<file path="src/rtl/ddr_tx.sv">
// DDR transmitter: 16-bit words in on a valid/ready interface, buffered in a small FIFO,
// then sent as two bytes per clock (low byte in the high phase) framed by an active-low chip select.
module ddr_tx #(
  parameter int DW        = 8,
  parameter int DEPTH     = 4,
  parameter int MAX_BURST = 16
) (
  input  logic                     clk,
  input  logic                     rstn,
  input  logic [2*DW-1:0]          din,
  input  logic                     din_valid,
  output logic                     din_ready,
  output logic [DW-1:0]            dout,
  output logic                     dout_en,
  output logic                     tx_csn,
  output logic [$clog2(DEPTH):0]   fifo_cnt
);

  localparam int AW = $clog2(DEPTH);
  localparam int CW = AW + 1;
  localparam logic [CW-1:0] FULL_CNT = CW'(DEPTH);
  localparam logic [7:0]    MAX_B    = 8'(MAX_BURST);

  typedef enum logic [1:0] {IDLE, SETUP, XFER, HOLD} state_t;

  state_t             state;
  logic [2*DW-1:0]    mem [DEPTH];
  logic [AW-1:0]      wr_ptr;
  logic [AW-1:0]      rd_ptr;
  logic [7:0]         bcnt;
  logic               push;
  logic               pop;
  logic               fifo_empty;
  logic               can_pop;
  logic [DW-1:0]      lo_q;
  logic [DW-1:0]      hi_pend;
  logic [DW-1:0]      hi_q;

  assign din_ready  = (fifo_cnt != FULL_CNT);
  assign push       = din_valid && din_ready;
  assign fifo_empty = (fifo_cnt == '0);
  assign can_pop    = !fifo_empty && (bcnt < MAX_B);

  // NOTE: every signal assigned in always_comb gets a default first so no latch is inferred.
  always_comb begin
    pop = 1'b0;
    case (state)
      SETUP:      pop = 1'b1;
      XFER, HOLD: pop = can_pop;
      default:    pop = 1'b0;
    endcase
  end

  // NOTE: the storage array carries no reset; only pointers and count define what is valid.
  always_ff @(posedge clk) begin
    if (push) mem[wr_ptr] <= din;
  end

  // NOTE: sequential state uses non-blocking assignments so all registers update together.
  always_ff @(posedge clk or negedge rstn) begin
    if (!rstn) begin
      wr_ptr   <= '0;
      rd_ptr   <= '0;
      fifo_cnt <= '0;
    end else begin
      if (push) wr_ptr <= wr_ptr + 1'b1;
      if (pop)  rd_ptr <= rd_ptr + 1'b1;
      case ({push, pop})
        2'b10:   fifo_cnt <= fifo_cnt + 1'b1;
        2'b01:   fifo_cnt <= fifo_cnt - 1'b1;
        default: fifo_cnt <= fifo_cnt;
      endcase
    end
  end

  // Frame sequencer; the chip select closes after MAX_BURST words or on underflow past HOLD.
  always_ff @(posedge clk or negedge rstn) begin
    if (!rstn) begin
      state   <= IDLE;
      tx_csn  <= 1'b1;
      dout_en <= 1'b0;
      bcnt    <= '0;
    end else begin
      if (pop) bcnt <= bcnt + 8'd1;
      case (state)
        IDLE: begin
          bcnt    <= '0;
          dout_en <= 1'b0;
          if (!fifo_empty) begin
            state  <= SETUP;
            tx_csn <= 1'b0;
          end
        end
        SETUP: begin
          state   <= XFER;
          dout_en <= 1'b1;
        end
        XFER: begin
          if (can_pop) begin
            dout_en <= 1'b1;
          end else begin
            dout_en <= 1'b0;
            state   <= HOLD;
          end
        end
        HOLD: begin
          if (can_pop) begin
            dout_en <= 1'b1;
            state   <= XFER;
          end else begin
            state  <= IDLE;
            tx_csn <= 1'b1;
          end
        end
        default: begin
          state   <= IDLE;
          tx_csn  <= 1'b1;
          dout_en <= 1'b0;
        end
      endcase
    end
  end

  // Low byte launches on the rising edge; the high byte waits for the falling edge.
  always_ff @(posedge clk or negedge rstn) begin
    if (!rstn) begin
      lo_q    <= '0;
      hi_pend <= '0;
    end else if (pop) begin
      lo_q    <= mem[rd_ptr][DW-1:0];
      hi_pend <= mem[rd_ptr][2*DW-1:DW];
    end
  end

  always_ff @(negedge clk or negedge rstn) begin
    if (!rstn) begin
      hi_q <= '0;
    end else if (dout_en) begin
      hi_q <= hi_pend;
    end
  end

  assign dout = clk ? lo_q : hi_q;

endmodule

</file>
<file path="config.mk">
export PLATFORM = sky130hd
export DESIGN_NAME = ddr_tx
export DESIGN_NICKNAME = d
export VERILOG_FILES = /design/src/rtl/ddr_tx.sv
export SDC_FILE = /design/constraint.sdc
export NUM_CORES = 1
export LEC_CHECK = 0
export ABC_AREA = 1
export BUFFER_PORTS_ARGS = -buffer_cell sky130_fd_sc_hd__buf_2
export CORE_MARGIN = 4
export CORE_UTILIZATION = 55
export DETAILED_ROUTE_END_ITERATION = 6
export GPL_ROUTABILITY_DRIVEN = 0
export PLACE_DENSITY = 0.74
export SLEW_MARGIN = 20
export SYNTH_ARGS = -nofsm -noshare
export SYNTH_HDL_FRONTEND = slang
export SYNTH_SLANG_ARGS = --single-unit
</file>
<file path="constraint.sdc">
create_clock -name clk -period 3.5 [get_ports clk]
set_input_delay 0.7 -clock clk [delete_from_list [all_inputs] [get_ports clk]]
set_output_delay 0.7 -clock clk [all_outputs]
set_load 0.01 [all_outputs]
</file>
==> results.ini <==
[setup_path]
rrSetupSlack_ns=0.73
reg2reg_depth=1
crit_path_max_fanout=2
crit_arrival_ns=2.93
slowest_stage=dfrtn_1
regToRegStartpoint=dout_en$_DFFE_PN0P_
worstPathRequired_ns=2.80
endpoint_kind=output pin
critPathMaxStageDelay_ns=0.40
r2r_end=hi_q[3]$_DFFE_NN0P_
crit_type=register to output pin
critPathLaunchType=register
path_cells=inv_2 -> o21ai_2 -> buf_2

[synth]
netlist_area_um2=4517
ys_top_cells_by_area=edfxtp_1 (43%), dfrtp_1 (19%), nand2_1 (7.1%)
synthDistinctLibCells=32
yosysWarnings=0
syn_avg_cell_area_um2=10.78
yosysTopAreaCellShare=0.4255
syn-num-nets=445
yosysTopAreaCell=edfxtp_1
yosysSeqAreaShare=0.6640
ys_ff_latch=107
synthCells=419

[pwr]
p_leak_nw=2.204
power.switching_mw=1.939
seq_power_share=0.404
p_sw_frac=0.3921
p_clk_frac=0.294
p_comb_frac=0.302
vdd_drop_max_mv=0.5183
internal_power_mw=3.006
p_per_area_nw_per_um2=963.7

[global_routing]
antenna_found_initial=0
grt_pass1_vias=2980
grt_max_degree=36
groute.usage.overall=0.1862
grt_pass1_wl_um=14010
overflow=0

[timing]
rsz0062_at_grt=yes
final_hold_viol_count=0
relSlewSlack=0.5152
setup_viol=16
fin_setup_tns_ns=-0.7960
holdWs_ns=0.4344
drv_slew=0
fin_ws_ns=-0.1252
fin_skew_ns=0.008030
tightest_slew_ns=0.7272

[finish]
final_cell_mix=nand2_1 (86), edfxtp_1 (64), nor2_1 (56)
drive_gt1_frac=0.1871
nets=484
fillers=610
fin_cells=567
syn2layout_area_growth_pct=13.63
multi_input_area_um2=1313
diodes=0
final-seq-area_um2=2999
fin_util=0.6540
final_common_cell=nand2_1

[clock_tree]
path_clk_slew_ns=0.11
cts_tree=yes
clk-insertion-delay-late_ns=0.47

[floorplanning]
die_x_um=98.62
ios=33
dieArea_um2=9726
fp.coreArea_um2=7848
die_h_um=98.62
initial_core_util=0.5756
num_rows=32

[detailed_routing]
ant_nets=0
wirelength_um=8387
first_pass_iters=4
post_drt_via_cell_ratio=5.333
post-route-drc-count=0
drt_iter0_markers=128
dr_total_vias=3024
routedWlPerCell_um=14.79

[hold_path]
min-delay-path-class=primary input to register
worstHoldStart=din[11]
hold_path_depth=1
worstHoldEndpoint=mem[2][11]$_DFFE_PP_

[placement]
place_inst=541
post-place-ws_ns=0.3857
dp_hpwl_um=5200
port-buffer-count=32

[run_status]
violations=negative setup slack
outcome=finished, violations left

[flow_run]
drv_cap=0

worst max path at each step:
stage	start	slack (ns)	to
final	hi_q[2]$_DFFE_NN0P_	-0.13	dout[2]
after global routing	hi_q[7]$_DFFE_NN0P_	-0.17	dout[7]
after CTS	hi_q[7]$_DFFE_NN0P_	-0.13	dout[7]
after detailed placement	hi_q[1]$_DFFE_NN0P_	0.39	dout[1]
after global placement	hi_q[7]$_DFFE_NN0P_	0.39	dout[7]
after floorplan	hi_q[0]$_DFFE_NN0P_	0.38	dout[0]
metrics by stage:
stage,power (mW),area (um2)
3_3_place_gp,3.619,4740
5_1_grt,5.343,5132
4_1_cts,4.949,5117
3_5_place_dp,3.685,4740
6_report,4.946,5132
2_1_floorplan,3.290,4517
routing by layer:
| layer | wire (um) | track usage |
|---|---|---|
| met5 | 0 | 0 |
| met4 | 61 | 0.07773 |
| met3 | 509 | 0.07573 |
| met2 | 4029 | 0.2813 |
| met1 | 3786 | 0.2400 |
sequential cells by signal, summed over array words and instances (netlist names), 2 cells and up:
signal    count
mem          64
bcnt          8
hi_pend       8
hi_q          8
lo_q          8
fifo_cnt      3
rd_ptr        2
state         2
wr_ptr        2
Yosys cell counts, drive strengths merged:
cell type	count
a21oi	2
buf	15
clkbuf	3
clkinv	1
dfrtn	8
dfrtp	34
dfstp	1
edfxtp	64
fa	1
ha	6
inv	28
nand2	91
nand3	33
nand4	2
nor2	59
o21a	1
o21ai	53
o22ai	9
or2	1
xnor2	1
xor2	6
worst max-delay path, delay by kind of cell (launching register included):
kind	cells	cell delay, ns
flops	1	0.40
buf+inv	2	0.18
compound gates	1	0.13
cell type report:
cell class / instances / share of cell area
clock buffers: 27 / 0.06363
clock inverters: 7 / 0.01780
inverters: 29 / 0.02145
multi-input cells: 265 / 0.2557
flip-flops and latches: 107 / 0.5844
well taps: 102 / 0.02487
repair buffers: 30 / 0.03218
repair_timing:
action,CTS,global route
setup endpoints to repair,16,16
gates resized for setup,8,11
pin swaps,1,3
buffers inserted,0,0
endpoints found under the hold margin,0,0
hold buffers,0,0
cell families after synthesis:
kind of cell    count (synthesis)  share of synthesized area
fa+ha+maj                       7                    0.02105
compound gates                 65                    0.07507
flops                         107                     0.6640
xor+xnor                        7                    0.01357
buf+inv                        47                    0.04875
simple gates                  186                     0.1776
power groups by stage:
stage | clock [mW] | combinational (mW) | sequential [mW]
after detailed placement | 0.184 | 1.48 | 2.02
after global routing | 1.58 | 1.73 | 2.04
after CTS | 1.45 | 1.51 | 1.99
after global placement | 0.184 | 1.43 | 2.00
after floorplan | 0.136 | 1.22 | 1.93
final | 1.45 | 1.49 | 2.00
No activity file was read; power rests on OpenSTA's default activity.
